**src/rtl/img_mem_pkg.sv**
```systemverilog
// Shared constants for the image memory arbiter: default widths,
// requester tags carried down the read pipeline, and arbitration modes.
package img_mem_pkg;

    localparam int ADDR_WIDTH_DEF = 19;
    localparam int DATA_WIDTH_DEF = 8;

    // Tag identifying which requester owns an access in flight
    localparam logic TAG_C = 1'b0;
    localparam logic TAG_U = 1'b1;

    // Arbitration policy selectors
    localparam int PRIO_RR      = 0;
    localparam int PRIO_FIXED_C = 1;

endpackage

```
**src/rtl/img_mem_arbiter_rr_arb2.sv**
```systemverilog
// Two-way arbiter between the processor (C) and the UART (U).
// Grants are combinational; the last-grant pointer is the only state.
module rr_arb2
    import img_mem_pkg::*;
#(
    parameter int PRIO_MODE = PRIO_RR
) (
    input  logic clk,
    input  logic rst,
    input  logic c_req_i,
    input  logic u_req_i,
    output logic c_gnt_o,
    output logic u_gnt_o
);

    logic last_q;
    logic last_d;
    logic c_wins_tie;

    // Decide the winner: C wins a tie under fixed priority or when U went last
    always_comb begin
        c_wins_tie = (PRIO_MODE == PRIO_FIXED_C) || (last_q == TAG_U);
        c_gnt_o    = c_req_i && (!u_req_i || c_wins_tie);
        u_gnt_o    = u_req_i && !c_gnt_o;
        last_d     = last_q;
        if (c_gnt_o) begin
            last_d = TAG_C;
        end else if (u_gnt_o) begin
            last_d = TAG_U;
        end
    end

    // Remember who was granted last; reset points at U so C takes the first tie
    always_ff @(posedge clk or posedge rst) begin
        if (rst) begin
            last_q <= TAG_U;
        end else begin
            last_q <= last_d;
        end
    end

endmodule

```
**src/rtl/img_mem_arbiter.sv**
```systemverilog
// Shares one single-port synchronous image RAM (1-cycle read latency)
// between the processor and the UART loader. Accepted accesses are
// registered onto the RAM port; read tags follow a two-stage pipeline
// so the returning data is steered to the port that asked for it.
module img_mem_arbiter
    import img_mem_pkg::*;
#(
    parameter int ADDR_WIDTH = ADDR_WIDTH_DEF,
    parameter int DATA_WIDTH = DATA_WIDTH_DEF,
    parameter int PRIO_MODE  = PRIO_RR
) (
    input  logic                  clk,
    input  logic                  rst,
    input  logic                  c_req,
    input  logic                  c_we,
    input  logic [ADDR_WIDTH-1:0] c_addr,
    input  logic [DATA_WIDTH-1:0] c_wdata,
    output logic                  c_gnt,
    output logic                  c_rvalid,
    output logic [DATA_WIDTH-1:0] c_rdata,
    input  logic                  u_req,
    input  logic                  u_we,
    input  logic [ADDR_WIDTH-1:0] u_addr,
    input  logic [DATA_WIDTH-1:0] u_wdata,
    output logic                  u_gnt,
    output logic                  u_rvalid,
    output logic [DATA_WIDTH-1:0] u_rdata,
    output logic [ADDR_WIDTH-1:0] mem_addr,
    output logic                  mem_we,
    output logic                  mem_re,
    output logic [DATA_WIDTH-1:0] mem_wdata,
    input  logic [DATA_WIDTH-1:0] mem_q,
    output logic                  busy
);

    logic [ADDR_WIDTH-1:0] mem_addr_q, mem_addr_d;
    logic [DATA_WIDTH-1:0] mem_wdata_q, mem_wdata_d;
    logic                  mem_we_q, mem_we_d;
    logic                  mem_re_q, mem_re_d;
    logic                  s1_tag_q, s1_tag_d;
    logic                  s2_rd_q;
    logic                  s2_tag_q;
    logic                  c_rvalid_q, u_rvalid_q;
    logic [DATA_WIDTH-1:0] c_rdata_q, u_rdata_q;

    rr_arb2 #(
        .PRIO_MODE (PRIO_MODE)
    ) u_arb (
        .clk     (clk),
        .rst     (rst),
        .c_req_i (c_req),
        .u_req_i (u_req),
        .c_gnt_o (c_gnt),
        .u_gnt_o (u_gnt)
    );

    // Select the winner's access; with no grant the strobes drop and the address holds
    always_comb begin
        mem_addr_d  = mem_addr_q;
        mem_wdata_d = mem_wdata_q;
        mem_we_d    = 1'b0;
        mem_re_d    = 1'b0;
        s1_tag_d    = s1_tag_q;
        if (c_gnt) begin
            mem_addr_d  = c_addr;
            mem_wdata_d = c_wdata;
            mem_we_d    = c_we;
            mem_re_d    = !c_we;
            s1_tag_d    = TAG_C;
        end else if (u_gnt) begin
            mem_addr_d  = u_addr;
            mem_wdata_d = u_wdata;
            mem_we_d    = u_we;
            mem_re_d    = !u_we;
            s1_tag_d    = TAG_U;
        end
    end

    // Register the RAM port and stage 1 (mem_re doubles as the stage-1 read valid)
    always_ff @(posedge clk or posedge rst) begin
        if (rst) begin
            mem_addr_q  <= '0;
            mem_wdata_q <= '0;
            mem_we_q    <= 1'b0;
            mem_re_q    <= 1'b0;
            s1_tag_q    <= TAG_C;
        end else begin
            mem_addr_q  <= mem_addr_d;
            mem_wdata_q <= mem_wdata_d;
            mem_we_q    <= mem_we_d;
            mem_re_q    <= mem_re_d;
            s1_tag_q    <= s1_tag_d;
        end
    end

    // Stage 2 marks the cycle in which mem_q carries the read data
    always_ff @(posedge clk or posedge rst) begin
        if (rst) begin
            s2_rd_q  <= 1'b0;
            s2_tag_q <= TAG_C;
        end else begin
            s2_rd_q  <= mem_re_q;
            s2_tag_q <= s1_tag_q;
        end
    end

    // Steer returning data to the tagged port; rdata holds between pulses
    always_ff @(posedge clk or posedge rst) begin
        if (rst) begin
            c_rvalid_q <= 1'b0;
            u_rvalid_q <= 1'b0;
            c_rdata_q  <= '0;
            u_rdata_q  <= '0;
        end else begin
            c_rvalid_q <= s2_rd_q && (s2_tag_q == TAG_C);
            u_rvalid_q <= s2_rd_q && (s2_tag_q == TAG_U);
            if (s2_rd_q && (s2_tag_q == TAG_C)) begin
                c_rdata_q <= mem_q;
            end
            if (s2_rd_q && (s2_tag_q == TAG_U)) begin
                u_rdata_q <= mem_q;
            end
        end
    end

    assign mem_addr  = mem_addr_q;
    assign mem_wdata = mem_wdata_q;
    assign mem_we    = mem_we_q;
    assign mem_re    = mem_re_q;
    assign c_rvalid  = c_rvalid_q;
    assign u_rvalid  = u_rvalid_q;
    assign c_rdata   = c_rdata_q;
    assign u_rdata   = u_rdata_q;
    assign busy      = mem_re_q | mem_we_q | s2_rd_q;

endmodule

```
**config.mk**
```make
export PLATFORM = sky130hd
export DESIGN_NAME = img_mem_arbiter
export DESIGN_NICKNAME = d
export VERILOG_FILES = /design/src/rtl/img_mem_pkg.sv /design/src/rtl/img_mem_arbiter_rr_arb2.sv /design/src/rtl/img_mem_arbiter.sv
export SDC_FILE = /design/constraint.sdc
export NUM_CORES = 1
export LEC_CHECK = 0
export BUFFER_PORTS_ARGS = -buffer_cell sky130_fd_sc_hd__buf_4
export CAP_MARGIN = 0
export CORE_MARGIN = 2
export CORE_UTILIZATION = 30
export CTS_CLUSTER_DIAMETER = 200
export CTS_CLUSTER_SIZE = 20
export DETAILED_ROUTE_END_ITERATION = 7
export PLACE_DENSITY = 0.57
export SETUP_SLACK_MARGIN = 0.05
export SYNTH_ARGS = -nofsm -noshare
export SYNTH_HDL_FRONTEND = slang
export SYNTH_SLANG_ARGS = --single-unit
```
**constraint.sdc**
```tcl
create_clock -name clk -period 3.8 [get_ports clk]
set_input_delay 0.76 -clock clk [delete_from_list [all_inputs] [get_ports clk]]
set_output_delay 0.76 -clock clk [all_outputs]
set_load 0.01 [all_outputs]
```
# ---- Word level (Yosys, flattened, before mapping)
# Cells that the tools add are included.
dict set report op_classes {
  n_addsub 0
  multipliers 0
  div 0
  magnitude_cmp 0
  eq_ne 0
  shifts 0
  mux 10
  bitwise 3
  reduce_logical 10
}
# operator n
set op_table {}
lappend op_table {{19-bit 2-to-1 mux} 2}
lappend op_table {{8-bit 2-to-1 mux} 2}
lappend op_table {{1-bit 2-to-1 mux} 6}
lappend op_table {{1-bit logical AND} 4}
lappend op_table {{1-bit zero test} 4}
lappend op_table {{1-bit OR} 2}
lappend op_table {{2-bit nonzero test} 1}
lappend op_table {{1-bit logical OR} 1}
lappend op_table {{1-bit inverter} 1}
dict set report totals {
  reg_bits 51
  latchBits 0
  ramBits 0
  rom_bits 0
  in_bits 68
  out_inout_bits 50
  wordCells 35
  mem_count 0
}

# ---- Logic depth before layout (Yosys ltp)
# Gate-level depths: netlist (run 1).
dict set report logic_depth {
  ltp_word 7
  mapped_depth 6
  depth_no_buf 4
}

# ---- Cells and area by module
# A second synthesis (run 1) with hierarchy kept.
dict set report hier_totals {
  hier_cells 178
  hier_area_um2 2160.8
}
# module instances cells_per_inst area_each_um2 seq_area_each_um2
set modules_own_cells {}
lappend modules_own_cells {img_mem_arbiter 1 171 2103.3 1251.2}
lappend modules_own_cells {rr_arb2 1 7 57.6 26.3}

# ---- Least setup slack after synthesis (run 1)
# No wires, ideal clock.
dict set report synth_path {
  kind {input port to output port}
  from {input u_req}
  to {output u_gnt}
  arrival_ns 1.302
  t_required_ns 3.040
  path_slack_ns 1.738
  path_stages 4
  path_buffers 2
  cell_sequence {buf_6 -> a21bo_4 -> buf_6 -> inv_2}
}
dict set report synth_via {
  elab_chain_cells 5
}
# item line
set synth_rtl {}
lappend synth_rtl {{start: declaration} img_mem_arbiter.sv:21} ;# input logic u_req,
lappend synth_rtl {{1-bit zero test} img_mem_arbiter_rr_arb2.sv:23} ;# c_gnt_o = c_req_i && (!u_req_i || c_wins_tie);
lappend synth_rtl {{1-bit logical OR} img_mem_arbiter_rr_arb2.sv:23}
lappend synth_rtl {{1-bit logical AND} img_mem_arbiter_rr_arb2.sv:23}
lappend synth_rtl {{1-bit zero test} img_mem_arbiter_rr_arb2.sv:24} ;# u_gnt_o = u_req_i && !c_gnt_o;
lappend synth_rtl {{1-bit logical AND *} img_mem_arbiter_rr_arb2.sv:24}
lappend synth_rtl {{end: declaration} img_mem_arbiter.sv:25} ;# output logic u_gnt,
# Every way passes the cells marked *; elsewhere a longest branch is shown, timed or not.

# ---- Final worst setup path (run 1)
dict set report layout_path {
  from {input c_req}
  to {output u_gnt}
}
dict set report layout_via {
  elab_chain_cells 3
}
# item line
set layout_rtl {}
lappend layout_rtl {{start: declaration} img_mem_arbiter.sv:14} ;# input logic c_req,
lappend layout_rtl {{1-bit logical AND} img_mem_arbiter_rr_arb2.sv:23}
lappend layout_rtl {{1-bit zero test} img_mem_arbiter_rr_arb2.sv:24}
lappend layout_rtl {{1-bit logical AND} img_mem_arbiter_rr_arb2.sv:24}
# Every way passes these cells.

==> flow_summary_export.csv, run 1 <==
group,metric,value,unit
status,run_status,"finished, final reports clean",
setup_path,start_kind,"primary input",
layout,final_nets,359,
die,floorplan.die_area,0.00860,sq mm
grt,grt_pass1_vias,1905,
layout,area_delta_synth_final,42.7,%
setup_path,cp.required,3.04,ns
clocking,path_clk_slew,0.09,ns
placed_design,dp_hpwl,4.08,mm
drt,drtIter0Drc,52,
die,dieHeight,92.8,um
sta,hold_viol_final,0,
layout,fin_area,0.00337,sq mm
job,drv_cap,0,
drt,drc,0,
power,power.leakage,0.00160,uW
synthesis,syn-cell-area,0.00236,sq mm
synthesis,synth.most_common_cell,"dfrtp_1",
setup_path,cp_slowest_stage_delay,0.54,ns
sta,tightest_slew,1.08,ns
setup_path,crit_fanout,31,
drt,drtAntennaViolNets,0,
grt,grt_use_total,0.137,
clocking,tritoncts,"yes",
clocking,htreeDepth,2,
setup_path,cp_top_family,"buffers and inverters",
synthesis,yosysSeqAreaShare,0.540,
setup_path,endpoint_kind,"output port",
sta,max_freq,368,MHz
synthesis,syn_avg_cell_area,13.3,sq um
clocking,post_cts_buffers,0,
sta,rsz0062_at_grt,"no",
layout,antenna_cells,0,
grt,antenna_found_initial,0,
setup_path,cp.arrival,1.96,ns
clocking,post_cts_resized,0,
drt,wirelength,5.77,mm
power,ir_drop,0.000155,V
synthesis,synthFlopType,"dfrtp_1",
placed_design,gp_congestion,0.687,
synthesis,syn_inst,178,
placed_design,port_buffers,117,
hold_path,worstHoldPathType,"register to register",
sta,period_share,0.715,
clocking,cts_buffers,5,
drt,viasPerCell,4.56,
grt,grt_pass1_wl,9.30,mm
die,initial_core_util,0.307,
sta,fin_setup_tns,0,ns
die,die_x,92.8,um
drt,vias,1797,
setup_path,cp_common_cell,"buf_4",
clocking,hold_buffers,0,
grt,grt_max_degree,52,
placed_design,placed_area,0.00327,sq mm
setup_path,path_cells,"buf_4, a21bo_4, inv_2, buf_4",
drt,drt-pass1-iter-count,4,
setup_path,slowest_stage,"a21bo_4",
synthesis,ys_async_sr_fraction,1.00,
layout,drive_above_1_share,0.640,
sta,setup_viol,0,
die,core_area,0.00769,sq mm
synthesis,synth_edf_count,0,
sta,maxSlewViolCount,0,
setup_path,crit_buf_inv,3,
power,power_density,436,mW/mm^2
sta,fin_skew,0.00524,ns
synthesis,synth_commonest_cells,"50 x dfrtp_1, 29 x inv_1, 19 x a21oi_2, 19 x o32ai_2, 16 x mux2_2",
synthesis,synth_top_area_frac,0.529,
die,ios,118,
synthesis,ys_ff_latch,51,
drt,wl_per_cell,14.6,um
sta,max_slew_margin,0.279,
synthesis,synth_cell_type_count,23,
clocking,cts-root-buf,"clkbuf_8",
clocking,clock_path_buffers,2,
clocking,cts_sinks,51,
clocking,clkLatencyLatePin,0.30,ns
sta,min_period,2.72,ns
synthesis,synth.top_cells.by_area,"dfrtp_1 53%, o32ai_2 13%, mux2_2 7.6%",
die,rows,32,
synthesis,syn_nets,246,
setup_path,critical_path_class,"primary input to output port",
synthesis,yosys.area.top_type,"dfrtp_1",
grt,grt-ovfl-total,0,
synthesis,yosysWarnings,0,
-- metal layers --
metal | up-vias | GRT usage | part of all wire
li1 | 855 | - | -
met1 | 849 | 0.189 | 0.46
met2 | 88 | 0.208 | 0.44
met3 | 5 | 0.0431 | 0.093
met4 | 0 | 0.0368 | 0.0073
met5 | - | 0 | 0
-- state kept, by name, indices dropped and copies added (netlist names) --
name,flops
u_arb.c_wins_tie,1
u_rdata,8
mem_we,1
s2_tag_q,1
s1_tag_q,1
s2_rd_q,1
c_rvalid,1
mem_re,1
c_rdata,8
mem_wdata,8
mem_addr,19
u_rvalid,1
-- stage by stage --
step / hold WS, ns / instances / setup slack, ns / util / power [uW]
2_1_floorplan: 0.354 / 178 / 1.74 / - / 926
3_3_place_gp: 0.360 / 386 / 1.09 / 0.426 / 1150
3_5_place_dp: 0.364 / 386 / 1.04 / 0.426 / 1160
4_1_cts: 0.387 / 394 / 1.04 / 0.439 / 1500
5_1_grt: 0.405 / 394 / 0.978 / 0.439 / 1560
6_report: 0.384 / 394 / 1.08 / 0.439 / 1470
-- report_power, final --
group | total (uW) | switching [uW] | internal (uW)
sequential | 695 | 55.8 | 639
combinational | 445 | 195 | 250
clock | 332 | 183 | 149
-- kinds of logic after synthesis --
family                 after synthesis  share of synthesized area
buffers and inverters               44                     0.0953
and+or+nand+nor                      4                    0.00847
AOI/OAI and AO/OA                   60                      0.267
DFF                                 51                      0.540
muxes                               19                     0.0889
-- worst paths after layout --
path	slack [ns]	from	endpoint	cells past startpoint
setup / recovery	1.08	c_req	u_gnt	4
hold / removal	0.38	s1_tag_q	s2_tag_q	0
setup reg to reg	2.35	u_arb.c_wins_tie	mem_addr[10]	3
hold reg to reg	0.38	s1_tag_q	s2_tag_q	0
max in group asynchronous	2.41	rst	mem_addr[6]	2
min in group asynchronous	0.73	rst	c_rdata[3]	2
-- layout by cell type, fill, tap and decap left out --
cell type	netlist	final
o22ai_1	4	4
mux2i_1	3	3
inv_1	29	28
o32ai_2	19	19
inv_2	2	3
inv_4	1	1
o21ai_1	1	1
clkinvlp_4	0	1
a21boi_0	1	1
dfrtp_1	50	50
mux2_2	16	16
nand2_1	2	2
dfstp_2	1	1
a22o_1	1	1
clkbuf_8	0	6
buf_4	2	118
o21ai_2	1	1
a21oi_1	8	8
a21bo_4	1	1
nand2b_1	1	1
or3_1	1	1
clkinv_4	0	1
a21oi_2	19	19
o32ai_1	5	5
-- area by class of cell --
class,count,area [sq um]
Clock buffer,6,82.6
Clock inverter,2,16.3
Fill cell,773,4310
Inverter,32,123
Multi-Input combinational cell,83,861
Sequential cell,51,1280
Tap cell,102,128
Timing Repair Buffer,118,886
-- worst reg2reg max path, stage by stage (launching register included) --
cell	delay (ns)
dfstp_2	0.57
a21bo_4	0.47
o32ai_1	0.19
a21oi_1	0.15
No activity file was read; power rests on OpenSTA's default activity.
==> inputs of run 2 (changes only) <==
--- a/config.mk
+++ b/config.mk
@@ -5,6 +5,7 @@
 export SDC_FILE = /design/constraint.sdc
 export NUM_CORES = 1
 export LEC_CHECK = 0
+export ABC_AREA = 1
 export BUFFER_PORTS_ARGS = -buffer_cell sky130_fd_sc_hd__buf_4
 export CAP_MARGIN = 0
 export CORE_MARGIN = 2
@@ -12,7 +13,7 @@
 export CTS_CLUSTER_DIAMETER = 200
 export CTS_CLUSTER_SIZE = 20
 export DETAILED_ROUTE_END_ITERATION = 7
-export PLACE_DENSITY = 0.57
+export PLACE_DENSITY = 0.58
 export SETUP_SLACK_MARGIN = 0.05
 export SYNTH_ARGS = -nofsm -noshare
 export SYNTH_HDL_FRONTEND = slang
==> constraint.sdc (replaced) <==
create_clock -name clk -period 2.5 [get_ports clk]
set_input_delay 0.5 -clock clk [delete_from_list [all_inputs] [get_ports clk]]
set_output_delay 0.5 -clock clk [all_outputs]
set_load 0.01 [all_outputs]
==> flow_summary_export.csv, run 2 <==
group,metric,value,unit
status,run_status,"finished, final reports clean",
power,p_int,1500,uW
synthesis,synth_commonest_cells,"81 x nand3_1, 51 x nand2_1, 50 x dfrtp_1",
synthesis,synth_cell_type_count,17,
drt,wl_per_cell,12.9,um
drt,drtAntennaViolNets,0,
sta,fin_setup_tns,0,ns
grt,grt_pass1_wl,9.53,mm
clocking,hold_buffers,0,
clocking,cts_buffers,5,
layout,largest_reg_flops,19,
synthesis,syn-cell-area,0.00219,sq mm
die,core_area,0.00718,sq mm
power,p_sw,651,uW
sta,min_period,1.76,ns
layout,final_nets,420,
drt,viasPerCell,4.52,
grt,use_met1,0.194,
layout,ff_latch_area,0.00128,sq mm
synthesis,syn_inst,239,
die,die_x,89.5,um
placed_design,dpl.cell_count,444,
synthesis,synth.most_common_cell,"nand3_1",
layout,multiInputGateArea,743,sq um
placed_design,gp_congestion,0.760,
synthesis,ys_ff_latch,51,
power,ir_drop,0.000217,V
layout,final_common_cell,"buf_4",
die,ios,118,
grt,met2_usage,0.265,
drt,drt-pass1-iter-count,4,
sta,setup_viol,0,
layout,fin_util,0.448,
power,power.leakage,0.00168,uW
power,power_frac_comb,0.297,
synthesis,synth_top_area_frac,0.571,
setup_path,cp.arrival,1.26,ns
sta,max_freq,569,MHz
clocking,htreeDepth,2,
die,rows,31,
grt,grt_pass1_vias,2006,
synthesis,yosys.area.top_type,"dfrtp_1",
die,floorplan.die_area,0.00800,sq mm
synthesis,syn_avg_cell_area,9.17,sq um
synthesis,syn_nets,307,
clocking,post_cts_buffers,0,
drt,drtIter0Drc,85,
clocking,path_clk_slew,0.09,ns
sta,tightest_slew,0.702,ns
die,initial_core_util,0.305,
grt,antenna_found_initial,0,
grt,grt_busiest_layer,"met2",
grt,grt_max_degree,31,
setup_path,crit_fanout,3,
clocking,post_cts_resized,0,
layout,drive_above_1_share,0.405,
grt,grt-ovfl-total,0,
hold_path,worstHoldPathType,"primary input to async pin",
job,drv_cap,0,
layout,layout_common_cells,"123 x buf_4, 81 x nand3_1, 51 x nand2_1",
sta,fin_skew,0.00359,ns
clocking,clock_path_buffers,2,
synthesis,synth.top_cells.by_area,"dfrtp_1 57%, nand3_1 19%, nand2_1 8.7%",
drt,wirelength,5.84,mm
sta,rsz0062_at_grt,"no",
grt,met3_usage,0.0388,
power,p_seq_frac,0.491,
synthesis,synth_edf_count,0,
layout,final_cells,452,
clocking,cts-root-buf,"clkbuf_8",
clocking,tritoncts,"yes",
synthesis,synthFlopType,"dfrtp_1",
grt,grt_use_total,0.154,
layout,area_delta_synth_final,46.7,%
setup_path,start_kind,"register",
sta,period_share,0.703,
sta,hold_viol_final,0,
drt,vias,2041,
die,dieHeight,89.5,um
layout,fill_cells,754,
setup_path,endpoint_kind,"output port",
power,power_density,668,mW/mm^2
setup_path,cp.required,2.00,ns
setup_path,critical_path_class,"register to output port",
sta,maxSlewViolCount,0,
clocking,cts_sinks,51,
sta,max_slew_margin,0.532,
clocking,clkLatencyLatePin,0.30,ns
synthesis,ys_async_sr_fraction,1.00,
synthesis,yosysSeqAreaShare,0.583,
power,finalPower,2150,uW
layout,antenna_cells,0,
synthesis,yosysWarnings,0,
placed_design,port_buffers,117,
placed_design,dp_hpwl,4.25,mm
drt,drc,0,
power,swShare,0.303,
power,power.share.clock,0.213,
run 2: cell count changes in the layout (fill, tap and decap cells not counted), sizes merged, moves of 24 or more:
cell | previous run | this run
a21oi | 27 | 1
nand3 | 0 | 81
nand2 | 2 | 51
o32ai | 24 | 0
run 2: cell families after synthesis:
logic type | synth area share
DFF | 0.583
buffers and inverters | 0.0777
and+or+nand+nor | 0.280
AOI/OAI and AO/OA | 0.0588
run 2: layout make-up:
class | instances | area share
well taps | 99 | 0.0386
clock inverters | 2 | 0.00389
repair buffers | 123 | 0.287
multi-input cells | 155 | 0.231
flip-flops and latches | 51 | 0.398
inverters | 16 | 0.0187
clock buffers | 6 | 0.0226
run 2: final timing paths:
path / from / endpoint / slack, ns / depth (start not counted)
min: rst / u_rdata[0] / 0.23 / 2
max reg2reg: s2_rd_q / c_rdata[6] / 1.19 / 4
min in group clk: c_we / mem_re / 0.38 / 2
min reg2reg: s1_tag_q / s2_tag_q / 0.40 / 0
max in group asynchronous: rst / u_arb.c_wins_tie / 1.64 / 3
max: u_arb.c_wins_tie / c_gnt / 0.74 / 5
run 2: critical path: stages, from the launching register on:
cell and delay [ns]:
dfstp_2 0.57, inv_2 0.04, nand2_1 0.06, nand2_1 0.07
inv_1 0.10, buf_4 0.12
run 2: per-stage QoR:
| stage | setup WS, ns | cell area (sq um) | hold slack, ns |
|---|---|---|---|
| global placement | 0.861 | 3130 | 0.391 |
| detailed placement | 0.849 | 3130 | 0.385 |
| global route | 0.658 | 3210 | 0.270 |
| CTS | 0.733 | 3210 | 0.251 |
| floorplan | 0.772 | 2190 | 0.355 |
| finish | 0.743 | 3210 | 0.231 |
run 2: layer usage:
metal / up-vias / share of wire
li1: 1016 / -
met5: - / 0
met3: 2 / 0.067
met2: 75 / 0.49
met1: 948 / 0.44
met4: 0 / 0.0056
run 2: power by group through the flow:
| stage | combinational (uW) | clock (uW) | sequential (uW) |
|---|---|---|---|
| finish | 637 | 457 | 1050 |
| global route | 719 | 514 | 1070 |
| CTS | 650 | 478 | 1050 |
| detailed placement | 651 | 0 | 1070 |
| global placement | 644 | 0 | 1070 |
| floorplan | 237 | 0 | 1130 |
==> inputs of run 3 (changes only) <==
--- a/config.mk
+++ b/config.mk
@@ -13,7 +13,7 @@
 export CTS_CLUSTER_DIAMETER = 200
 export CTS_CLUSTER_SIZE = 20
 export DETAILED_ROUTE_END_ITERATION = 7
-export PLACE_DENSITY = 0.58
+export PLACE_DENSITY = 0.61
 export SETUP_SLACK_MARGIN = 0.05
 export SYNTH_ARGS = -nofsm -noshare
 export SYNTH_HDL_FRONTEND = slang
==> constraint.sdc (replaced) <==
create_clock -name clk -period 1.55 [get_ports clk]
set_input_delay 0.31 -clock clk [delete_from_list [all_inputs] [get_ports clk]]
set_output_delay 0.31 -clock clk [all_outputs]
set_load 0.01 [all_outputs]
==> flow_summary_export.csv, run 3 (synthesis gave the netlist of run 2 again) <==
group,metric,value,unit
setup_path,slowest_stage,"dfstp_2",
die,die_x,89.5,um
layout,area_delta_synth_final,52.5,%
clocking,htreeDepth,2,
setup_path,crit_fanout,2,
drt,drt-pass1-iter-count,4,
sta,rsz0062_at_grt,"yes",
sta,period_share,0.962,
layout,final_common_cell,"buf_4",
placed_design,port_buffers,117,
sta,setup_viol,0,
setup_path,reg2regPathDepth,6,
sta,fin_skew,0.00495,ns
layout,final_nets,426,
clocking,path_clk_slew,0.09,ns
setup_path,endpoint_kind,"output port",
setup_path,reg2reg_slack,0.22,ns
die,floorplan.die_area,0.00800,sq mm
setup_path,critical_path_class,"register to output port",
drt,viasPerCell,4.54,
grt,grt_pass1_wl,9.33,mm
sta,max_freq,671,MHz
setup_path,r2r_start,"u_arb.c_wins_tie",
clocking,cts-root-buf,"clkbuf_8",
placed_design,placed_area,0.00317,sq mm
setup_path,cp.arrival,1.18,ns
layout,largest_reg_flops,19,
power,power.leakage,0.00173,uW
die,dieHeight,89.5,um
sta,tightest_slew,0.460,ns
setup_path,cp.required,1.24,ns
hold_path,worstHoldPathType,"primary input to async pin",
clocking,cts_buffers,5,
setup_path,path_cells,"inv_2, nand2_2, nand2_2, inv_2, buf_6",
die,ios,118,
power,ir_drop,0.000573,V
clocking,clock_path_buffers,2,
drt,wirelength,5.92,mm
layout,drive_above_1_share,0.426,
setup_path,start_kind,"register",
grt,grt_max_degree,31,
power,power_density,1150,mW/mm^2
sta,hold_viol_final,0,
layout,fin_util,0.466,
layout,fin_area,0.00334,sq mm
sta,timing.hold.ws,0.00232,ns
sta,min_period,1.49,ns
status,run_status,"finished, final reports clean",
layout,layout_common_cells,"127 x buf_4, 81 x nand3_1, 50 x dfrtp_1",
clocking,hold_buffers,0,
sta,max_slew_margin,0.693,
drt,drtIter0Drc,47,
drt,wl_per_cell,12.9,um
die,core_area,0.00718,sq mm
drt,vias,2079,
grt,grt-ovfl-total,0,
grt,antenna_found_initial,0,
setup_path,cp_slowest_stage_delay,0.55,ns
clocking,clkLatencyLatePin,0.30,ns
job,drv_cap,0,
clocking,cts_sinks,51,
placed_design,dp_hpwl,4.41,mm
grt,grt_use_total,0.151,
setup_path,r2r-end,"mem_addr[1]",
drt,drc,0,
grt,grt_pass1_vias,1994,
drt,drtAntennaViolNets,0,
layout,antenna_cells,0,
placed_design,gp_congestion,0.745,
clocking,tritoncts,"yes",
die,initial_core_util,0.305,
power,finalPower,3850,uW
sta,maxSlewViolCount,0,
die,rows,31,
==> run 3: changes by cell type in the layout (fill, tap and decap cells not counted), moves of 2 or more <==
| cell | delta |
|---|---|
| nand2_2 | +2 |
| bufinv_16 | +2 |
| buf_4 | +4 |
| nand2_1 | -2 |
==> run 3: how the worst max path moves through the flow <==
stage	start	end	slack [ns]	depth (start not counted)
after detailed placement	c_req	mem_addr[7]	0.26	5
after global routing	u_arb.c_wins_tie	c_gnt	-0.003	5
after CTS	u_arb.c_wins_tie	u_gnt	0.05	3
after floorplan	u_arb.c_wins_tie	c_gnt	0.30	5
final	u_arb.c_wins_tie	c_gnt	0.06	5
after global placement	c_req	mem_wdata[5]	0.27	5
==> run 3: area by class of cell <==
cell class | count | area [sq um]
clock buffers | 5 | 68.8
repair buffers | 129 | 985
flip-flops and latches | 51 | 1280
clock inverters | 3 | 67.6
well taps | 99 | 124
fillers | 709 | 3830
inverters | 16 | 63.8
multi-input cells | 155 | 756
==> run 3: routing by layer <==
metal | share of wire | wire [um] | vias up | GRT usage
met4 | 0.0047 | 28 | 0 | 0.0421
li1 | - | - | 1025 | -
met3 | 0.070 | 417 | 2 | 0.0425
met1 | 0.43 | 2560 | 976 | 0.194
met2 | 0.49 | 2920 | 76 | 0.251
met5 | 0 | 0 | - | 0
==> run 3: power by group <==
group	switching, uW	internal (uW)	total, uW
registers	132	1570	1700
logic	507	558	1070
clock network	439	644	1080
==> run 3: metrics by stage <==
step                setup slack [ns]  setup TNS, ns  std cells
CTS                           0.0450              0        457
detailed placement             0.258              0        447
global placement               0.274              0        447
global route                -0.00313       -0.00313        458
floorplan                      0.303              0        239
finish                        0.0587              0        458
==> run 3: repair_timing <==
action	CTS	global route
setup buffers	2	1
setup endpoints to repair	1	2
cloned	0	0
resized for setup	4	1
==> run 3: critical path: cells and delay by family (launching register included) <==
kind / cells / cell delay [ns]
and+or+nand+nor: 2 / 0.12
buffers and inverters: 3 / 0.21
DFF: 1 / 0.55
